==> src/rtl/dmem_port_arbiter.sv <==
// dmem_port_arbiter
//   Shares the single-write/single-read-port data RAM between the RV32I core
//   data bus (cpu_*) and the Avalon CSR host (host_*), with waitrequest
//   back-pressure on both sides and round-robin arbitration on contention.
//
// Ports
//   clk, reset_n                 clock, asynchronous active-low reset
//   cpu_address/read/write/...   core Avalon-MM slave side (byte enables pass through)
//   cpu_readdata, cpu_waitrequest
//   host_address/read/write/...  CSR host Avalon-MM slave side (always full-word writes)
//   host_readdata, host_waitrequest
//   mem_wren/byteena/wraddress/data  RAM write port (word addressed)
//   mem_rdaddress, mem_q         RAM read port, one-cycle read latency
//   conflict_count               saturating count of cycles a requester was denied
module dmem_port_arbiter #(
  parameter int ADDR_WIDTH = 11,
  parameter int CNT_WIDTH  = 16
) (
  input  logic                  clk,
  input  logic                  reset_n,
  input  logic [31:0]           cpu_address,
  input  logic                  cpu_read,
  input  logic                  cpu_write,
  input  logic [31:0]           cpu_writedata,
  input  logic [3:0]            cpu_byteenable,
  output logic [31:0]           cpu_readdata,
  output logic                  cpu_waitrequest,
  input  logic [31:0]           host_address,
  input  logic                  host_read,
  input  logic                  host_write,
  input  logic [31:0]           host_writedata,
  output logic [31:0]           host_readdata,
  output logic                  host_waitrequest,
  output logic                  mem_wren,
  output logic [3:0]            mem_byteena,
  output logic [ADDR_WIDTH-1:0] mem_wraddress,
  output logic [31:0]           mem_data,
  output logic [ADDR_WIDTH-1:0] mem_rdaddress,
  input  logic [31:0]           mem_q,
  output logic [CNT_WIDTH-1:0]  conflict_count
);

  typedef enum logic [1:0] {IDLE, RD_CPU, RD_HOST} state_t;
  typedef enum logic {GNT_CPU, GNT_HOST} grant_t;

  state_t               r_state;
  state_t               w_next_state;
  grant_t               r_last_grant;
  grant_t               w_next_last_grant;
  logic [CNT_WIDTH-1:0] r_conflict_count;

  logic                  w_cpu_req;
  logic                  w_host_req;
  logic                  w_cpu_win;
  logic                  w_host_win;
  logic                  w_cpu_done;
  logic                  w_host_done;
  logic                  w_denied;
  logic [ADDR_WIDTH-1:0] w_cpu_word;
  logic [ADDR_WIDTH-1:0] w_host_word;
  logic                  w_unused_addr_bits;

  assign w_cpu_req   = cpu_read | cpu_write;
  assign w_host_req  = host_read | host_write;
  assign w_cpu_word  = cpu_address[ADDR_WIDTH+1:2];
  assign w_host_word = host_address[ADDR_WIDTH+1:2];

  // Upper and sub-word address bits are ignored: the RAM aliases modulo its size.
  assign w_unused_addr_bits = ^{cpu_address[31:ADDR_WIDTH+2], cpu_address[1:0],
                                host_address[31:ADDR_WIDTH+2], host_address[1:0]};

  // Grant decision. Held off combinationally while reset_n is low so that no
  // write strobe or grant escapes during reset.
  always_comb begin
    w_cpu_win  = 1'b0;
    w_host_win = 1'b0;
    if (reset_n && (r_state == IDLE)) begin
      if (w_cpu_req && (!w_host_req || (r_last_grant == GNT_HOST))) begin
        w_cpu_win = 1'b1;
      end else if (w_host_req) begin
        w_host_win = 1'b1;
      end
    end
  end

  // State register
  always_ff @(posedge clk or negedge reset_n) begin
    if (!reset_n) begin
      r_state      <= IDLE;
      r_last_grant <= GNT_HOST;
    end else begin
      r_state      <= w_next_state;
      r_last_grant <= w_next_last_grant;
    end
  end

  // Next-state logic. A read-data state always lasts exactly one cycle.
  always_comb begin
    w_next_state      = IDLE;
    w_next_last_grant = r_last_grant;
    if (w_cpu_win) begin
      w_next_last_grant = GNT_CPU;
      if (!cpu_write) w_next_state = RD_CPU;
    end else if (w_host_win) begin
      w_next_last_grant = GNT_HOST;
      if (!host_write) w_next_state = RD_HOST;
    end
  end

  // Output logic
  always_comb begin
    mem_wren      = 1'b0;
    mem_byteena   = cpu_byteenable;
    mem_wraddress = w_cpu_word;
    mem_data      = cpu_writedata;
    mem_rdaddress = w_cpu_word;
    if (w_host_win) begin
      mem_byteena   = 4'b1111;
      mem_wraddress = w_host_word;
      mem_data      = host_writedata;
      mem_rdaddress = w_host_word;
      mem_wren      = host_write;
    end else if (w_cpu_win) begin
      mem_wren      = cpu_write;
    end

    w_cpu_done  = (w_cpu_win & cpu_write) | (r_state == RD_CPU);
    w_host_done = (w_host_win & host_write) | (r_state == RD_HOST);

    cpu_waitrequest  = w_cpu_req & ~w_cpu_done;
    host_waitrequest = w_host_req & ~w_host_done;

    // Only one requester can be denied in any cycle.
    w_denied = (w_cpu_win & w_host_req) | (w_host_win & w_cpu_req) |
               ((r_state == RD_CPU) & w_host_req) | ((r_state == RD_HOST) & w_cpu_req);
  end

  assign cpu_readdata  = mem_q;
  assign host_readdata = mem_q;

  always_ff @(posedge clk or negedge reset_n) begin
    if (!reset_n) begin
      r_conflict_count <= '0;
    end else if (w_denied && (r_conflict_count != '1)) begin
      r_conflict_count <= r_conflict_count + {{(CNT_WIDTH-1){1'b0}}, 1'b1};
    end
  end

  assign conflict_count = r_conflict_count;

endmodule
==> config.mk <==
export PLATFORM = sky130hd
export DESIGN_NAME = dmem_port_arbiter
export DESIGN_NICKNAME = d
export VERILOG_FILES = /design/src/rtl/dmem_port_arbiter.sv
export SDC_FILE = /design/constraint.sdc
export NUM_CORES = 1
export LEC_CHECK = 0
export BUFFER_PORTS_ARGS = -buffer_cell sky130_fd_sc_hd__buf_2
export CAP_MARGIN = 15
export CORE_AREA = 2 2 119 121
export CTS_BUF_LIST = sky130_fd_sc_hd__clkbuf_2
export DETAILED_ROUTE_END_ITERATION = 10
export DIE_AREA = 0 0 121 123
export PLACE_DENSITY_LB_ADDON = 0.3
export SYNTH_ARGS = -nofsm -noshare
export SYNTH_HDL_FRONTEND = slang
export SYNTH_SLANG_ARGS = --single-unit
==> constraint.sdc <==
create_clock -name clk -period 2.3 [get_ports clk]
set_input_delay 0.345 -clock clk [delete_from_list [all_inputs] [get_ports clk]]
set_output_delay 0.345 -clock clk [all_outputs]
set_load 0.01 [all_outputs]
# Word level (Yosys, flattened, before mapping)
# Cells that the tools add are included.
word_totals:
  regBits: 19
  inputBits: 170
  out_inout_bits: 141
  word_cells: 47
classes:
  addsub: 1
  n_eq_ne: 3
  mux: 16
  n_bitwise: 17
  n_reduce_logical: 7
ops:
  columns: ["op", "n"]
  rows:
  - ["$mux W32", 1]
  - ["$add A16 B1 Y16 const B", 1]
  - ["$ne A16 B16 Y1 const B", 1]
  - ["$mux W11", 1]
  - ["$mux W1", 10]
  - ["$and A1 B1 Y1", 8]
  - ["$or A1 B1 Y1", 7]
  - ["$mux W2", 3]
  - ["$mux W4", 1]
  - ["$logic_and A1 B1 Y1", 3]
  - ["$eq A2 B1 Y1 const B", 1]
  - ["$eq A2 B2 Y1 const B", 1]
  - ["$logic_not A2 Y1", 1]
  - ["$not A1 Y1", 2]
  - ["$reduce_bool A2 Y1", 1]
  - ["$logic_not A1 Y1", 1]
  - ["$logic_or A1 B1 Y1", 1]

# Longest topological paths before layout
# Gate-level depths: netlist (run 1).
logic_depth:
  depth_word: 11
  mapped_depth: 7
  mapped_depth_nobuf: 6

# Worst setup path after synthesis (run 1)
# No wires, ideal clock.
synth_path:
  kind: "reg-to-output"
  startpoint: "register r_state[1]"
  endpoint: "output mem_wraddress[0]"
  arrival_time_ps: 1681
  t_required_ps: 1955
  path_slack_ps: 274
  stages_incl_launch_ff: 8
  path_buffers: 3
  path_cell_list: "dfrtp_1 nor3b_2 and2b_1 nand2_1 buf_6 buf_6 mux2_4 buf_4"
synth_via:
  elab_chain_len: 4
synth_lines:
  columns: ["element", "line_no", "text"]
  rows:
  - ["start: declaration", "46", "state_t r_state;"]
  - ["start signal: assignment", "92", "r_state <= w_next_state;"]
  - ["$logic_not A2 Y1", "77", "if (reset_n && (r_state == IDLE)) begin"]
  - ["$logic_and A1 B1 Y1", "77", null]
  - ["$mux W1", "77", null]
  - ["$mux W11", null, null]
  - ["end: declaration", "36", "output logic [ADDR_WIDTH-1:0] mem_wraddress,"]
# Every way passes these cells.

# Final worst setup path (run 1)
layout_path:
  startpoint: "register r_last_grant"
  endpoint: "output mem_data[31]"
layout_via:
  elab_chain_len: 5
layout_lines:
  columns: ["element", "line_no", "text"]
  rows:
  - ["start: declaration", "48", "grant_t r_last_grant;"]
  - ["start signal: assignment", "93", "r_last_grant <= w_next_last_grant;"]
  - ["$logic_or A1 B1 Y1", "78", "if (w_cpu_req && (!w_host_req || (r_last_grant == GNT_HOST))) begin"]
  - ["$logic_and A1 B1 Y1", "78", null]
  - ["$mux W1", "78", null]
  - ["$mux W1", "77", null]
  - ["$mux W32", "117", "if (w_host_win) begin"]
  - ["end: declaration", "37", "output logic [31:0] mem_data,"]
# Every way passes these cells.

==> metrics.cfg, run 1 <==
[run_status]
status=finished clean

[synthesis]
syn_nets=399
avgSynthCellArea_um2=9.76
syn_inst=228
ys_types=39
synth_edf_count=0
ys_ff_latch=19
synth-warning-count=0
syn_area_um2=2230
synth_ff_type=dfrtp_1
yosysSeqAreaShare_pct=21.4
async_flop_share_pct=100

[worst_setup_path]
critPathBufInv=2
cp_slowest_stage_delay_ns=0.60
criticalPathCategory=flop to output pin
timing.rr.start=conflict_count[0]
path_cells=nand2_1, nand2_4, buf_12, mux2_2, buf_2
start_kind=flop
critPathRequiredTime_ns=1.96
end_kind=output pin
crit_family=flip-flops
critPathArrivalTime_ns=1.92
crit_path_end=mem_data[31]
crit_slowest_cell=dfstp_2
cp.depth=5
ff2ff_setup_slack_ns=0.33
crit_start=r_last_grant
critPathMaxFanout=22
rr_worst_depth=6
r2r-end=conflict_count[1]

[pwr]
power.total_uw=1770
power_frac_comb_pct=59.3
power_frac_seq_pct=32.1
p_switching_uw=734
leakage_uw=0.00152
p_per_area_nw_per_um2=590
intPower_uw=1040
switching_share_pct=41.3
vdd_drop_max_uv=148
clockPowerShare_pct=8.5

[sta]
fmax_mhz=442
worstMarginPinSlew_ns=0.417
fin_setup_tns_ns=0
hold_violations=0
skew_ns=0.00481
period_share_pct=98.3
setup_viol=0
timing.final.crit_period_ns=2.26
slew_headroom_pct=72.2
slew_viol_final=0
rsz0062_at_grt=yes

[clock_network]
clk_pin_slew_worst_paths_ns=0.18
cts_tree=done
clock-sinks=19
clock_latency_ns=0.31
numCtsBuffers=3
clockBufferDepth=2
cts_root_buf=clkbuf_2
h-tree-depth=1

[final_layout]
drive_above_1_share_pct=74.0
nNetsFinal=506
synthToLayoutAreaGrowth_pct=35.0

[global_routing]
antenna_found_initial=2
grtUsageTotal_pct=7.84
grt_max_degree=45
grt_pass1_wl_um=9140
grt_pass1_vias=1728
grt_overflow=0

[die]
rows=43
die_y_um=123
core_um2=13600
die_w_um=121
die_area_um2=14900
num_io_pins=311
start_util_pct=16.4

[drt]
viasPerCell=3.83
drtIter0Drc=58
drc=0
dr.pass1.iters=4
vias=1971
wl_per_cell_um=14.0
routed_wirelength_um=7220
drtAntennaViolNets=0

[min_path]
hold_class=primary input to flop

[placement]
portBuffers=172
hpwl_um=5790
gp_congestion=0.745

[flow_run]
drv_cap=0

## worst min-delay path by stage
stage	startpoint	slack [ns]	end	cells past startpoint
after floorplan	reset_n	0.05	conflict_count[0]	0
after global placement	reset_n	0.35	r_state[0]	2
after detailed placement	reset_n	0.35	r_state[0]	2
after CTS	cpu_write	0.19	r_state[0]	2
after global routing	cpu_write	0.17	r_state[0]	2
final	cpu_write	0.22	r_state[0]	2
## Yosys cell counts, types with 2 or more instances
cell,number,area (um2)
buf_4,75,563
mux2_2,28,315
dfrtp_1,18,450
mux2_4,16,240
xor2_1,13,114
nand2_1,11,41.3
nor2_1,10,37.5
nand2b_1,6,37.5
nand3_1,5,25.0
nand4_1,4,25.0
nor3_1,4,20.0
buf_2,3,15.0
buf_6,3,33.8
nor2_2,3,18.8
nor4b_2,3,45.0
and3_1,2,12.5
nor3b_1,2,15.0
## through the flow
step / hold slack [ns] / worst slack, ns / util (%) / area, um2 / cells
2_1_floorplan: 0.0494 / 0.274 / - / 2230 / 228
4_1_cts: 0.190 / 0.00806 / 20.5 / 2790 / 510
5_1_grt: 0.174 / -0.0962 / 22.1 / 3000 / 514
3_3_place_gp: 0.352 / 0.249 / 20.2 / 2750 / 504
6_report: 0.219 / 0.0384 / 22.1 / 3010 / 515
3_5_place_dp: 0.353 / 0.238 / 20.2 / 2750 / 504
## flip-flops by register name (all words and copies together) (netlist names)
signal and cells:
r_state 2, r_last_grant 1, conflict_count 16
## cell usage in the layout (no fill, tap or decap), types with 4 or more instances in the layout
| cell | count |
|---|---|
| buf_2 | 148 |
| mux2_2 | 28 |
| buf_6 | 26 |
| dfrtp_1 | 17 |
| mux2_4 | 16 |
| xor2_1 | 13 |
| nand2_1 | 10 |
| nor2_1 | 10 |
| nand2b_1 | 6 |
| buf_4 | 6 |
| nand3_1 | 5 |
| nand4_1 | 4 |
| nor3_1 | 4 |
| clkbuf_2 | 4 |
## cell families (layout without fill, tap and decap cells)
| kind of cell | after synthesis | count (layout) | synth area share [%] |
|---|---|---|---|
| adders and majority gates | 1 | 1 | 0.562 |
| AOI/OAI and AO/OA | 8 | 8 | 2.59 |
| xor gates and xnor gates | 14 | 14 | 5.51 |
| DFF | 19 | 19 | 21.4 |
| other | 0 | 1 | 0 |
| and+or+nand+nor | 60 | 60 | 17.3 |
| muxes | 44 | 44 | 25.0 |
| buffers and inverters | 82 | 188 | 27.7 |
## power by group through the flow
| stage | Clock, uW | Sequential (uW) | Combinational [uW] |
|---|---|---|---|
| after floorplan | 0 | 601 | 661 |
| after global placement | 0 | 579 | 944 |
| after detailed placement | 0 | 583 | 948 |
| after CTS | 162 | 575 | 957 |
| after global routing | 180 | 594 | 1140 |
| final | 151 | 570 | 1050 |
## metal layers
layer,wire length (um),vias to the layer above,global-route usage [%],share of wire [%]
met3,697,18,3.32,9.7
met1,3120,925,11.0,43
met5,0,-,0,0
met2,3270,104,11.0,45
li1,-,924,-,-
met4,125,0,2.03,1.7
## cell type report
| class | count | area (um2) |
|---|---|---|
| Antenna cell | 1 | 2.50 |
| Inverter | 1 | 3.75 |
| Sequential cell | 19 | 478 |
| Timing Repair Buffer | 183 | 1130 |
| Clock buffer | 4 | 20.0 |
| Tap cell | 180 | 225 |
| Multi-Input combinational cell | 127 | 1140 |
| Fill cell | 1508 | 10600 |
## timing repair
action,in CTS,in global routing
pin swaps,0,2
hold buffers,1,0
buffers inserted,1,1
gates cloned,0,3
endpoints found under the setup margin,48,54
endpoints found under the hold margin,18,0
resized for setup,1,29
Note: power is estimated with default switching activity, not from simulation.
==> run 2, diff against run 1 <==
==> constraint.sdc (replaced) <==
create_clock -name clk -period 2.3 [get_ports clk]
set_input_delay 0.69 -clock clk [delete_from_list [all_inputs] [get_ports clk]]
set_output_delay 0.69 -clock clk [all_outputs]
set_load 0.01 [all_outputs]
==> run 2 against run 1 <==
Compared with the run above: the flow now finishes with violations (negative setup slack); worst hold slack gained 0.10 ns; register-to-register slack lost 0.05 ns; final cell count grew 1.2%; design area grew 5.2%; fmax shrank 15%; sequential power grew 1%; flip-flop and latch count is the same; clock power is essentially flat; die area is the same; clock skew grew 0.0087 ns; critical path type is now primary input to output pin; highest routed layer unchanged.
==> metrics.cfg, run 2 (synthesis gave the netlist of run 1 again) <==
[global_routing]
antenna_found_initial=2  ; unchanged
grt_pass1_vias=1697  ; -1.8%
grt_max_degree=21  ; -53%
grt_pass1_wl_um=9070  ; -0.68%
grtUsageTotal_pct=7.75  ; -0.089 points
grt_overflow=0  ; unchanged

[pwr]
leakage_uw=0.00158  ; +4.2%
power_frac_comb_pct=60.4  ; +1.1 points
intPower_uw=1090  ; +5.2%
vdd_drop_max_uv=162  ; +9.3%
power_frac_seq_pct=31.3  ; -0.8 points
clockPowerShare_pct=8.3  ; -0.2 points
p_per_area_nw_per_um2=583  ; -1.2%
p_switching_uw=750  ; +2.2%
switching_share_pct=40.6  ; -0.71 points

[clock_network]
numCtsBuffers=3  ; unchanged
cts_root_buf=clkbuf_2
cts_tree=done
clock-sinks=19  ; unchanged
h-tree-depth=1  ; unchanged
clk_pin_slew_worst_paths_ns=0.19  ; about the same
cts_hold_buf=0  ; -1
clock_latency_ns=0.32  ; about the same
clockBufferDepth=2  ; unchanged

[final_layout]
synthToLayoutAreaGrowth_pct=42.1
final_cell_mix=buf_2, buf_6, mux2_2, dfrtp_1, mux2_4
post-route-util_pct=23.2  ; +1.2 points
drive_above_1_share_pct=74.9  ; +0.97 points
fin_cells=521  ; +1.2%
final_common_cell=buf_2
nNetsFinal=511  ; +0.99%
largest_reg_flops=16  ; unchanged

[run_status]
violations=negative setup slack
status=complete, but fails checks

[sta]
rsz0062_at_grt=yes
worstMarginPinSlew_ns=0.417  ; +0.0000875 ns
setup_slack_ns=-0.357  ; -0.396 ns
slew_headroom_pct=72.2  ; about the same
setup_viol=58  ; +58
period_share_pct=116  ; +17 points
slew_viol_final=0  ; unchanged
fin_setup_tns_ns=-18.90  ; -18.90 ns
timing.final.crit_period_ns=2.66  ; +0.396 ns
hold_violations=0  ; unchanged
skew_ns=0.0135  ; +0.00868 ns
fmax_mhz=376  ; -15%

[die]
die_area_um2=14900  ; unchanged
die_w_um=121  ; unchanged
core_um2=13600  ; unchanged
num_io_pins=311  ; unchanged
start_util_pct=16.4  ; unchanged
die_y_um=123  ; unchanged
rows=43  ; unchanged

[drt]
viasPerCell=3.73  ; -2.6%
drtAntennaViolNets=0  ; unchanged
wl_per_cell_um=13.6  ; -3.1%
vias=1943  ; -1.4%
drtIter0Drc=45  ; -22%
dr.pass1.iters=4  ; unchanged
drc=0  ; unchanged
routed_wirelength_um=7070  ; -2.0%

[flow_run]
drv_cap=0  ; unchanged

[placement]
gp_congestion=0.740  ; -0.68%
portBuffers=172  ; unchanged
dp.cells=509  ; +0.99%
hpwl_um=5550  ; -4.3%

[worst_setup_path]
criticalPathCategory=primary input to output pin
critPathRequiredTime_ns=1.61  ; -0.35 ns
end_kind=output pin
critPathArrivalTime_ns=1.97  ; +0.05 ns
critPathMaxFanout=11  ; -50%
start_kind=primary input

[min_path]
hold_class=primary input to async pin

-- run 2: cell count changes in the layout (fill, tap and decap cells not counted), sizes merged --
cell         previous run  this run
clkbuf                  5         6
diode                   1         2
dlygate4sd3             1         0
buf                   181       186
-- run 2: power by group through the flow --
| stage | logic, uW | registers (uW) | clock network [uW] |
|---|---|---|---|
| 3_3_place_gp | 950 | 582 | 0 |
| 3_5_place_dp | 954 | 584 | 0 |
| 6_report | 1110 | 577 | 153 |
| 2_1_floorplan | 688 | 603 | 0 |
| 5_1_grt | 1210 | 598 | 180 |
| 4_1_cts | 986 | 578 | 165 |
-- run 2: final timing paths --
| check | start | endpoint | slack (ns) | cells past startpoint |
|---|---|---|---|---|
| worst max-delay path | host_write | mem_data[14] | -0.36 | 7 |
| worst max register to register | conflict_count[0] | conflict_count[1] | 0.28 | 6 |
| worst min register to register | conflict_count[10] | conflict_count[10] | 0.51 | 1 |
| max in group asynchronous | reset_n | r_last_grant | 1.71 | 2 |
| min in group clk | conflict_count[10] | conflict_count[10] | 0.51 | 1 |
| worst min-delay path | reset_n | conflict_count[14] | 0.32 | 2 |
-- run 2: metrics by stage --
stage	cell area (um2)	hold WS, ns	total power (uW)	setup WS [ns]
final	3160	0.323	1840	-0.357
after global routing	3160	0.299	1990	-0.434
after CTS	2860	0.317	1730	-0.375
after detailed placement	2800	0.492	1540	-0.412
after global placement	2800	0.498	1530	-0.410
after floorplan	2290	0.394	1290	-0.255
-- run 2: repair_timing --
| item | in CTS | in global routing |
|---|---|---|
| resized for setup | 4 | 40 |
| setup buffers | 0 | 3 |
| pin swaps | 0 | 5 |
| endpoints found under the hold margin | 0 | 0 |
| endpoints found under the setup margin | 58 | 60 |
| cloned | 1 | 2 |
-- run 2: worst max-delay path, stage by stage --
cell and delay [ns]:
buf_2 0.12, nor2_4 0.11, and2b_2 0.27, nand2_8 0.13, buf_6 0.17, mux2_2 0.34, buf_2 0.14
-- run 2: final cells by class --
| type | instances | area, um2 |
|---|---|---|
| repair buffers | 188 | 1260 |
| multi-input cells | 127 | 1170 |
| flip-flops and latches | 19 | 477 |
| clock buffers | 4 | 20.0 |
| fillers | 1489 | 10400 |
| inverters | 1 | 3.75 |
| well taps | 180 | 225 |
| diodes | 2 | 5.00 |
-- run 2: metal layers --
| layer | vias to the layer above | global-route usage [%] | part of all wire, % |
|---|---|---|---|
| met5 | - | 0 | 0 |
| met2 | 114 | 10.7 | 47 |
| met1 | 884 | 10.8 | 40 |
| li1 | 928 | - | - |
| met4 | 0 | 1.53 | 1.0 |
| met3 | 17 | 3.87 | 12 |
==> run 3, diff against run 2 <==
clock period = 3 ns   (was 2.3 ns; I/O delays follow)
==> run 3 against run 2 <==
Compared with the run above: the run still ends with negative setup slack left; worst hold slack better by 0.17 ns; flip-flop and latch count unchanged; die area unchanged; critical path depth unchanged; global-route usage up 1.3 points; non-clock buffer count up 4; critical endpoint is now mem_data[9]; count of clock-buffer cells in the layout down 1.
==> metrics.cfg, run 3 (synthesis gave the netlist of run 1 again) <==
[run_status]
status=complete, but fails checks
violations=negative setup slack

[global_routing]
grtUsageTotal_pct=9.04  ; +1.3 points
grt_overflow=0  ; unchanged
antenna_found_initial=0  ; -2
grt_pass1_wl_um=10500  ; +16%
grt_pass1_vias=1947  ; +15%
grt_max_degree=21  ; unchanged

[clock_network]
cts_tree=done
cts_root_buf=clkbuf_2
h-tree-depth=1  ; unchanged
numCtsBuffers=3  ; unchanged
clock-sinks=19  ; unchanged
clockBufferDepth=2  ; unchanged
clock_latency_ns=0.33  ; about the same
clk_pin_slew_worst_paths_ns=0.21  ; +0.02 ns

[pwr]
p_switching_uw=613  ; -18%
p_per_area_nw_per_um2=446  ; -24%
vdd_drop_max_uv=187  ; +15%
power_frac_comb_pct=63.1  ; +2.7 points
leakage_uw=0.00175  ; +11%
intPower_uw=912  ; -17%
switching_share_pct=40.2  ; -0.45 points
clockPowerShare_pct=7.7  ; -0.6 points
power_frac_seq_pct=29.2  ; -2.1 points

[drt]
routed_wirelength_um=7950  ; +12%
vias=1987  ; +2.3%
dr.pass1.iters=4  ; unchanged
drtIter0Drc=58  ; +29%
viasPerCell=3.80  ; +1.9%
drc=0  ; unchanged
drtAntennaViolNets=0  ; unchanged
wl_per_cell_um=15.2  ; +12%

[final_layout]
post-route-util_pct=25.1  ; +1.9 points
final_common_cell=buf_2
diodes=0  ; -2
nNetsFinal=515  ; +0.78%
synthToLayoutAreaGrowth_pct=53.6
largest_reg_flops=16  ; unchanged
final_cell_mix=buf_2, buf_6, mux2_4, dfrtp_1
drive_above_1_share_pct=75.2  ; +0.29 points

[worst_setup_path]
crit_start=reset_n
criticalPathCategory=primary input to output pin
end_kind=output pin
critPathRequiredTime_ns=2.10  ; +0.49 ns
critPathArrivalTime_ns=2.16  ; +0.19 ns
critPathMaxFanout=9  ; -2
timing.rr.start=conflict_count[0]
start_kind=primary input

[die]
rows=43  ; unchanged
die_y_um=123  ; unchanged
start_util_pct=16.4  ; unchanged
die_w_um=121  ; unchanged
num_io_pins=311  ; unchanged
die_area_um2=14900  ; unchanged
core_um2=13600  ; unchanged

[min_path]
hold_class=primary input to async pin

[sta]
worstMarginPinSlew_ns=0.459  ; +0.0422 ns
fmax_mhz=327
period_share_pct=102
skew_ns=0.0230  ; +0.00950 ns
setup_slack_ns=-0.0614  ; +0.296 ns
timing.final.crit_period_ns=3.06
hold_violations=0  ; unchanged
setup_viol=54  ; -6.9%
slew_viol_final=0  ; unchanged
slew_headroom_pct=69.4  ; -2.8 points
rsz0062_at_grt=yes

[placement]
hpwl_um=6080  ; +9.7%
gp_congestion=0.676  ; -8.6%
portBuffers=172  ; unchanged
place_ws_ns=-0.142  ; +0.270 ns

[flow_run]
drv_cap=0  ; unchanged

[run 3: cell count changes in the layout (fill, tap and decap cells not counted), sizes merged]
cell | previous run | this run
buf | 186 | 190
diode | 2 | 0
clkbuf | 6 | 5
clkinvlp | 0 | 1
[run 3: metal layers]
layer	part of all wire [%]	global-route usage [%]	wire, um
met4	1.1	1.74	91
met1	40	11.8	3180
met3	12	4.20	957
met2	47	13.7	3720
met5	0	0	0
[run 3: cell type report]
cell class                 count  area (um2)
fill                        1471       10200
timing repair buffer         192        1440
multi-input combinational    127        1250
sequential                    19         477
tap                          180         225
clock buffer                   3        15.0
clock inverter                 1        7.51
inverter                       1        3.75
[run 3: worst paths after layout]
path / to / slack [ns] / cells past startpoint
max: mem_data[9] / -0.06 / 7
min in group clk: conflict_count[10] / 0.51 / 1
max in group asynchronous: r_last_grant / 2.21 / 2
min reg2reg: conflict_count[10] / 0.51 / 1
max reg2reg: conflict_count[1] / 1.01 / 6
min: conflict_count[15] / 0.49 / 2
[run 3: power groups by stage]
stage | clock network (uW) | logic [uW] | registers, uW
4_1_cts | 129 | 881 | 448
2_1_floorplan | 0 | 512 | 462
3_3_place_gp | 0 | 727 | 448
3_5_place_dp | 0 | 730 | 453
5_1_grt | 139 | 1040 | 465
6_report | 117 | 963 | 445
[run 3: worst max-delay path, cell delays in order]
cell and delay [ns]:
buf_8 0.10, nor3b_4 0.14, and2b_2 0.24, nand2_8 0.14
buf_12 0.15, mux2_2 0.34, buf_2 0.14
[run 3: timing repair]
| action | in CTS | in global routing |
|---|---|---|
| setup endpoints to repair | 54 | 56 |
| gates resized for setup | 51 | 38 |
| gates cloned | 2 | 3 |
| hold buffers | 0 | 0 |
| buffers inserted | 5 | 4 |
| pin swaps | 0 | 1 |
[run 3: per-stage QoR]
| stage | area (um2) | std cells | power, uW | hold WS, ns | TNS, ns |
|---|---|---|---|---|---|
| global route | 3420 | 523 | 1640 | 0.468 | -4.88 |
| global placement | 2790 | 508 | 1180 | 0.479 | -3.83 |
| detailed placement | 2790 | 508 | 1180 | 0.490 | -5.08 |
| finish | 3420 | 523 | 1520 | 0.493 | -1.61 |
| floorplan | 2240 | 228 | 973 | 0.501 | 0 |
| CTS | 3180 | 519 | 1460 | 0.484 | -4.83 |
